`config.mk`:
```
export PLATFORM = sky130hd
export DESIGN_NAME = uart_core
export DESIGN_NICKNAME = d
export VERILOG_FILES = /design/src/rtl/uart_pkg.sv /design/src/rtl/uart_baud_gen.sv /design/src/rtl/uart_core.sv
export SDC_FILE = /design/constraint.sdc
export NUM_CORES = 1
export LEC_CHECK = 0
export CAP_MARGIN = 10
export CORE_MARGIN = 2
export CORE_UTILIZATION = 50
export DETAILED_ROUTE_END_ITERATION = 16
export PLACE_DENSITY = 0.71
export REMOVE_ABC_BUFFERS = 1
export SKIP_LAST_GASP = 1
export SYNTH_ARGS = -nofsm -noshare
export SYNTH_HDL_FRONTEND = slang
export SYNTH_HIERARCHICAL = 1
export SYNTH_SLANG_ARGS = --single-unit
```
`constraint.sdc`:
```
create_clock -name i_Clock -period 7.03 [get_ports i_Clock]
set_input_delay 2.109 -clock i_Clock [delete_from_list [all_inputs] [get_ports i_Clock]]
set_output_delay 2.109 -clock i_Clock [all_outputs]
set_load 0.02 [all_outputs]
```
`src/rtl/uart_pkg.sv`:
```
// uart_pkg: oversample constant, baud-rate table and FSM state encoding for uart_core.
// Optional UART_PARITY_EN adds the PARITY state.
`timescale 1ns/1ps
`default_nettype none

package uart_pkg;

  localparam int unsigned OVERSAMPLE = 16;

  // Indexed by baud select: 0=9600, 1=19200, 2=57600, 3=115200.
  localparam logic [3:0][31:0] BAUD_TABLE = {32'd115200, 32'd57600, 32'd19200, 32'd9600};

  typedef enum logic [2:0] {
    ST_IDLE   = 3'd0,
    ST_START  = 3'd1,
    ST_DATA   = 3'd2,
`ifdef UART_PARITY_EN
    ST_PARITY = 3'd3,
`endif
    ST_STOP   = 3'd4
  } uart_state_t;

  // Rounded clock divisor for one oversample tick at the selected rate.
  function automatic int unsigned baud_div(input int unsigned clk_hz, input logic [1:0] sel);
    int unsigned den;
    den = OVERSAMPLE * BAUD_TABLE[sel];
    return (clk_hz + den / 2) / den;
  endfunction

endpackage

`default_nettype wire

```
`src/rtl/uart_baud_gen.sv`:
```
// uart_baud_gen: 16x oversample tick generator; restart clears the count so a frame
// begins on a fresh tick boundary.
`timescale 1ns/1ps
`default_nettype none

module uart_baud_gen
  import uart_pkg::*;
#(
  parameter int unsigned CLK_FREQ_HZ = 50000000
) (
  input  logic       clk,
  input  logic       rst,
  input  logic [1:0] baud_sel,
  input  logic       restart,
  output logic       tick
);

  localparam int unsigned DIV_0 = baud_div(CLK_FREQ_HZ, 2'd0);
  localparam int unsigned DIV_1 = baud_div(CLK_FREQ_HZ, 2'd1);
  localparam int unsigned DIV_2 = baud_div(CLK_FREQ_HZ, 2'd2);
  localparam int unsigned DIV_3 = baud_div(CLK_FREQ_HZ, 2'd3);
  localparam int CNT_W = $clog2(DIV_0 + 1);

  logic [CNT_W-1:0] cnt;
  logic [CNT_W-1:0] div_m1;

  always_comb begin
    case (baud_sel)
      2'd0:    div_m1 = CNT_W'(DIV_0 - 1);
      2'd1:    div_m1 = CNT_W'(DIV_1 - 1);
      2'd2:    div_m1 = CNT_W'(DIV_2 - 1);
      default: div_m1 = CNT_W'(DIV_3 - 1);
    endcase
  end

  // >= keeps the counter bounded if the select shrinks while idle.
  assign tick = (cnt >= div_m1);

  always_ff @(posedge clk or posedge rst) begin
    if (rst)                  cnt <= '0;
    else if (restart || tick) cnt <= '0;
    else                      cnt <= cnt + 1'b1;
  end

endmodule

`default_nettype wire

```
`src/rtl/uart_core.sv`:
```
// uart_core: independent UART transmitter and receiver with 16x oversampling.
// Define UART_PARITY_EN to add a parity bit (PARITY_ODD selects odd parity).
`timescale 1ns/1ps
`default_nettype none

module uart_core
  import uart_pkg::*;
#(
  parameter int unsigned CLK_FREQ_HZ = 50000000,
  parameter int unsigned DATA_BITS   = 8,
  parameter int unsigned STOP_BITS   = 1
`ifdef UART_PARITY_EN
  , parameter bit PARITY_ODD = 1'b0
`endif
) (
  input  logic                 i_Clock,
  input  logic                 i_Reset,
  input  logic [1:0]           i_Baud_Select,
  input  logic [DATA_BITS-1:0] i_Tx_Data,
  input  logic                 i_Tx_Valid,
  output logic                 o_Tx_Ready,
  output logic                 o_Tx_Serial,
  input  logic                 i_Rx_Serial,
  output logic [DATA_BITS-1:0] o_Rx_Data,
  output logic                 o_Rx_Valid,
  output logic                 o_Rx_Frame_Err,
  output logic                 o_Rx_Parity_Err
);

  localparam logic [3:0] OS_LAST   = 4'(OVERSAMPLE - 1);
  localparam logic [3:0] OS_MID    = 4'(OVERSAMPLE / 2 - 1);
  localparam logic [3:0] DATA_LAST = 4'(DATA_BITS - 1);
  localparam logic [3:0] STOP_LAST = 4'(STOP_BITS - 1);

  uart_state_t          tx_state, tx_state_nxt;
  logic [1:0]           tx_sel;
  logic                 tx_tick, tx_bit_end, tx_last_stop, tx_accept;
  logic [3:0]           tx_os, tx_bit;
  logic [DATA_BITS-1:0] tx_shift;
  logic                 tx_par;

  assign tx_bit_end   = tx_tick && (tx_os == OS_LAST);
  assign tx_last_stop = (tx_state == ST_STOP) && tx_bit_end && (tx_bit == STOP_LAST);
  // Ready during the final stop cycle lets a new frame start with no idle gap.
  assign o_Tx_Ready   = (tx_state == ST_IDLE) || tx_last_stop;
  assign tx_accept    = i_Tx_Valid && o_Tx_Ready;

  uart_baud_gen #(.CLK_FREQ_HZ(CLK_FREQ_HZ)) u_tx_baud (
    .clk(i_Clock), .rst(i_Reset), .baud_sel(tx_sel), .restart(tx_accept), .tick(tx_tick)
  );

  always_ff @(posedge i_Clock or posedge i_Reset) begin
    if (i_Reset) tx_state <= ST_IDLE;
    else         tx_state <= tx_state_nxt;
  end

  always_comb begin
    tx_state_nxt = tx_state;
    o_Tx_Serial  = 1'b1;
    case (tx_state)
      ST_IDLE:  if (tx_accept) tx_state_nxt = ST_START;
      ST_START: begin
        o_Tx_Serial = 1'b0;
        if (tx_bit_end) tx_state_nxt = ST_DATA;
      end
      ST_DATA: begin
        o_Tx_Serial = tx_shift[0];
`ifdef UART_PARITY_EN
        if (tx_bit_end && tx_bit == DATA_LAST) tx_state_nxt = ST_PARITY;
      end
      ST_PARITY: begin
        o_Tx_Serial = tx_par;
        if (tx_bit_end) tx_state_nxt = ST_STOP;
`else
        if (tx_bit_end && tx_bit == DATA_LAST) tx_state_nxt = ST_STOP;
`endif
      end
      ST_STOP:  if (tx_last_stop) tx_state_nxt = tx_accept ? ST_START : ST_IDLE;
      default:  tx_state_nxt = ST_IDLE;
    endcase
  end

  always_ff @(posedge i_Clock or posedge i_Reset) begin
    if (i_Reset) begin
      tx_sel   <= 2'd0;
      tx_os    <= 4'd0;
      tx_bit   <= 4'd0;
      tx_shift <= '0;
      tx_par   <= 1'b0;
    end else begin
      if (tx_state == ST_IDLE || tx_accept) tx_sel <= i_Baud_Select;
      if (tx_accept) begin
        tx_os    <= 4'd0;
        tx_bit   <= 4'd0;
        tx_shift <= i_Tx_Data;
`ifdef UART_PARITY_EN
        tx_par   <= (^i_Tx_Data) ^ PARITY_ODD;
`endif
      end else if (tx_tick && tx_state != ST_IDLE) begin
        tx_os <= tx_os + 1'b1;
        if (tx_bit_end && tx_state == ST_DATA) begin
          tx_shift <= tx_shift >> 1;
          tx_bit   <= (tx_bit == DATA_LAST) ? 4'd0 : tx_bit + 1'b1;
        end else if (tx_bit_end && tx_state == ST_STOP) begin
          tx_bit <= tx_bit + 1'b1;
        end
      end
    end
  end

  uart_state_t          rx_state, rx_state_nxt;
  logic                 rx_meta, rx_sync, rx_hold;
  logic [1:0]           rx_sel;
  logic                 rx_tick, rx_mid, rx_bit_end, rx_start_det;
  logic [3:0]           rx_os, rx_bit;
  logic [DATA_BITS-1:0] rx_shift;

  // rx_hold blocks start detection after a frame error until the line returns high.
  assign rx_start_det = (rx_state == ST_IDLE) && !rx_hold && !rx_sync;
  assign rx_mid       = rx_tick && (rx_os == OS_MID);
  assign rx_bit_end   = rx_tick && (rx_os == OS_LAST);

  uart_baud_gen #(.CLK_FREQ_HZ(CLK_FREQ_HZ)) u_rx_baud (
    .clk(i_Clock), .rst(i_Reset), .baud_sel(rx_sel), .restart(rx_start_det), .tick(rx_tick)
  );

  always_ff @(posedge i_Clock or posedge i_Reset) begin
    if (i_Reset) rx_state <= ST_IDLE;
    else         rx_state <= rx_state_nxt;
  end

  always_comb begin
    rx_state_nxt = rx_state;
    case (rx_state)
      ST_IDLE:  if (rx_start_det) rx_state_nxt = ST_START;
      ST_START: begin
        if (rx_mid && rx_sync) rx_state_nxt = ST_IDLE;
        else if (rx_bit_end)   rx_state_nxt = ST_DATA;
      end
`ifdef UART_PARITY_EN
      ST_DATA:   if (rx_bit_end && rx_bit == DATA_LAST) rx_state_nxt = ST_PARITY;
      ST_PARITY: if (rx_bit_end) rx_state_nxt = ST_STOP;
`else
      ST_DATA:   if (rx_bit_end && rx_bit == DATA_LAST) rx_state_nxt = ST_STOP;
`endif
      // Leave at mid-stop so the next start edge is caught without delay.
      ST_STOP:  if (rx_mid) rx_state_nxt = ST_IDLE;
      default:  rx_state_nxt = ST_IDLE;
    endcase
  end

`ifdef UART_PARITY_EN
  logic rx_par;
`else
  assign o_Rx_Parity_Err = 1'b0;
`endif

  always_ff @(posedge i_Clock or posedge i_Reset) begin
    if (i_Reset) begin
      rx_meta        <= 1'b1;
      rx_sync        <= 1'b1;
      rx_hold        <= 1'b0;
      rx_sel         <= 2'd0;
      rx_os          <= 4'd0;
      rx_bit         <= 4'd0;
      rx_shift       <= '0;
      o_Rx_Data      <= '0;
      o_Rx_Valid     <= 1'b0;
      o_Rx_Frame_Err <= 1'b0;
`ifdef UART_PARITY_EN
      rx_par          <= 1'b0;
      o_Rx_Parity_Err <= 1'b0;
`endif
    end else begin
      rx_meta        <= i_Rx_Serial;
      rx_sync        <= rx_meta;
      o_Rx_Valid     <= 1'b0;
      o_Rx_Frame_Err <= 1'b0;
`ifdef UART_PARITY_EN
      o_Rx_Parity_Err <= 1'b0;
`endif
      if (rx_state == ST_IDLE) begin
        rx_sel <= i_Baud_Select;
        if (rx_sync) rx_hold <= 1'b0;
      end
      if (rx_start_det) begin
        rx_os  <= 4'd0;
        rx_bit <= 4'd0;
      end else if (rx_tick && rx_state != ST_IDLE) begin
        rx_os <= rx_os + 1'b1;
        if (rx_mid && rx_state == ST_DATA) rx_shift <= {rx_sync, rx_shift[DATA_BITS-1:1]};
        if (rx_bit_end && rx_state == ST_DATA) rx_bit <= rx_bit + 1'b1;
`ifdef UART_PARITY_EN
        if (rx_mid && rx_state == ST_PARITY) rx_par <= rx_sync;
`endif
        if (rx_mid && rx_state == ST_STOP) begin
          o_Rx_Data      <= rx_shift;
          o_Rx_Valid     <= 1'b1;
          o_Rx_Frame_Err <= !rx_sync;
          rx_hold        <= !rx_sync;
`ifdef UART_PARITY_EN
          o_Rx_Parity_Err <= rx_par ^ (^rx_shift) ^ PARITY_ODD;
`endif
        end
      end
    end
  end

endmodule

`default_nettype wire
```
==> run_results.csv <==
group,metric,value,unit
outcome,status,"completed",
yosys,syn_avg_cell_area,10.54,um^2
pwr,p_total,0.001008,W
final_layout,final_cells,515,
setup_path,critPathCaptureType,"output pin",
clock_network,cts.repair.resized,0,
clock_network,clk_path_buf_depth,2,
yosys,synthCells,385,
drt,drt_wl_total,7.129,mm
pwr,pwr_density_cell,222.1,nW/um^2
floorplanning,core-area,7807,um^2
clock_network,cts-root-buf,"clkbuf_8",
global_routing,grt_pass1_vias,2853,
yosys,post-synth-top-count-cell,"dfrtp_1",
final_layout,fin_area,4539,um^2
global_routing,grt.overflow.total,0,
clock_network,clkSlewWorstSetupHoldPaths,0.07,ns
drt,vias_per_cell,5.381,
drt,wire_per_inst,13.84,um
setup_path,worst-path-max-fanout,10,
setup_path,start_kind,"register",
yosys,synth.area.top_cells,"dfrtp_1 44%, ha_1 10%, nor4_2 4.3%",
timing,fmax,165.7,MHz
drt,drcViolationCount,0,
floorplanning,die_h,94.10,um
floorplanning,fp-row-count,32,
timing,finalSetupViolCount,0,
clock_network,cts.sinks,73,
yosys,yosys.area.top_type,"dfrtp_1",
drt,route.vias.total,2771,
final_layout,antenna_cells,0,
yosys,synth_common_cells,"71 x dfrtp_1, 45 x nor2_1, 41 x nand2_1, 33 x ha_1, 29 x inv_1",
timing,drv_slew,0,
placement,placed_cells,499,
pwr,vdd_drop_max,0.0001252,V
setup_path,required,4.92,ns
clock_network,cts_setup_buffers,0,
placement,gp_congestion,0.8483,
floorplanning,die_x,94.10,um
timing,period_share,85.84,%
clock_network,cts_buffers,9,
timing,skew,0.007104,ns
placement,portBuffers,25,
clock_network,cts_tree,"done",
floorplanning,start_util,51.99,%
yosys,synth_top_area_share,43.77,%
clock_network,htreeDepth,3,
timing,worst_pin_slew,0.8306,ns
floorplanning,dieArea,8855,um^2
floorplanning,io_pins,27,
yosys,ys_ff_latch,73,
timing,period_minus_slack,6.035,ns
yosys,synth-edff-count,0,
timing,hold_viol,0,
final_layout,area_growth,11.84,%
yosys,synth-seq-area-share,45.07,%
yosys,synthDistinctLibCells,54,
global_routing,antenna_found_initial,0,
drt,postRouteAntennaNets,0,
yosys,dominantRegCellSynth,"dfrtp_1",
timing,hold_ws,0.3603,ns
final_layout,final_layout_size_suffix_gt1_share,14.04,%
drt,firstDrtPassIters,4,
global_routing,grt_use_total,18.35,%
placement,place_area,4350,um^2
drt,drt_iter0_drc,116,
yosys,yosysWarnings,6,
timing,max_slew_margin,44.44,%
setup_path,crit_arrival,3.93,ns
global_routing,grt_max_degree,56,
yosys,syn-cell-area,4059,um^2
yosys,synth-async-reset-ratio,100.0,%
setup_path,crit_type,"reg2out",
placement,dpl.hpwl,5.104,mm
run,max-cap-violations,0,
timing,rsz0062_at_grt,"no",
worst_hold_path,hp-class,"reg2reg",
clock_network,cts_hold_buf,0,
final_layout,nets,455,
pwr,p_leak,2.112,nW
global_routing,grt_pass1_wl,12.88,mm
clock_network,clkLatencyLatePin,0.34,ns
timing,fin_tns_setup,0,ns
==> logic make-up (layout without fill, tap and decap cells) <==
group	after synthesis	count (layout)	synth area share, %
AOI/OAI and AO/OA	46	46	9.156
xor gates and xnor gates	23	23	4.963
adders and majority gates	33	33	10.17
buffers and inverters	45	73	5.179
DFF	73	73	45.07
muxes	15	15	4.192
other	1	1	0.09239
and+or+nand+nor	149	149	21.18
==> flip-flops by register name (all words and copies together) (netlist names), 3 cells and up <==
name,cells
rx_shift,8
u_rx_baud/cnt,9
tx_state,3
tx_bit,4
tx_os,4
o_Rx_Data,8
tx_shift,8
rx_state,3
rx_bit,4
u_tx_baud/cnt,9
rx_os,4
==> area by class of cell <==
cell class	count	area [um^2]
clock buffer	13	148.9
clock inverter	3	40.04
fill	659	3268
inverter	31	116.4
multi-input combinational	267	2019
sequential	73	1829
tap	102	127.6
timing repair buffer	26	257.7
==> layout by cell type (no fill, tap or decap), drive strengths merged, types with 2 or more instances in the layout <==
master,instances
nor4b,3
nor2,46
nand2,41
o2111ai,2
o21a,7
nor2b,5
o21ai,6
mux2i,2
mux2,13
nor3,7
a31oi,2
and2,2
a21oi,6
dfstp,2
clkdlybuf4s50,25
a211oi,5
a22o,2
xnor2,14
dfrtp,71
nand4,10
clkbuf,13
xor2,9
o22a,7
nand2b,3
inv,31
ha,33
clkinv,2
a311o,2
or2,2
nand3,10
nor4,16
==> final timing paths <==
| check | startpoint | to | slack (ns) | cells past startpoint |
|---|---|---|---|---|
| min in group asynchronous | i_Reset | u_rx_baud/cnt[4]$_DFF_PP0_ | 2.14 | 2 |
| hold reg to reg | rx_meta$_DFF_PP1_ | rx_sync$_DFF_PP1_ | 0.36 | 0 |
| setup / recovery | tx_sel[1]$_DFFE_PP0P_ | o_Tx_Ready | 1.0 | 12 |
| setup reg to reg | tx_sel[1]$_DFFE_PP0P_ | tx_sel[0]$_DFFE_PP0P_ | 2.95 | 14 |
| max in group asynchronous | i_Reset | rx_bit[0]$_DFFE_PP0P_ | 4.21 | 3 |
| hold / removal | rx_meta$_DFF_PP1_ | rx_sync$_DFF_PP1_ | 0.36 | 0 |
==> worst max-delay path, cell delays in order, from the launching register on <==
cell and delay [ns]:
dfrtp_1 0.40, inv_1 0.10, ha_1 0.21, nor2_1 0.15
inv_1 0.07, ha_1 0.27, o2111ai_1 0.17, a211oi_4 0.65
or2_1 0.24, and4_1 0.38, nand3_2 0.14, a21boi_0 0.19
clkdlybuf4s50_1 0.62
==> layer usage <==
layer  share of wire (%)  routed length [um]  track usage, %  vias up
li1                    -                   -               -     1376
met1                  48                3416           23.93     1346
met2                  47                3383           29.58       43
met3                 3.9                 276           4.575        6
met4                0.73                  52           6.763        0
met5                   0                   0               0        -
==> power breakdown <==
group / total [W] / leakage [nW] / switching [W] / internal (W)
registers: 0.000483 / 0.965 / 0.0000333 / 0.000450
clock network: 0.000317 / 0.0974 / 0.000144 / 0.000173
logic: 0.000209 / 1.05 / 0.000112 / 0.0000968
total: 0.00101 / 2.11 / 0.000289 / 0.000719
==> per-stage QoR <==
step                      setup WS [ns]  util, %
after floorplan                   2.008        -
after global placement            1.538    55.72
after detailed placement          1.390    55.72
after CTS                         1.003    58.14
after global routing             0.7169    58.14
final                            0.9952    58.14
Power figures use the tool's default switching activity.
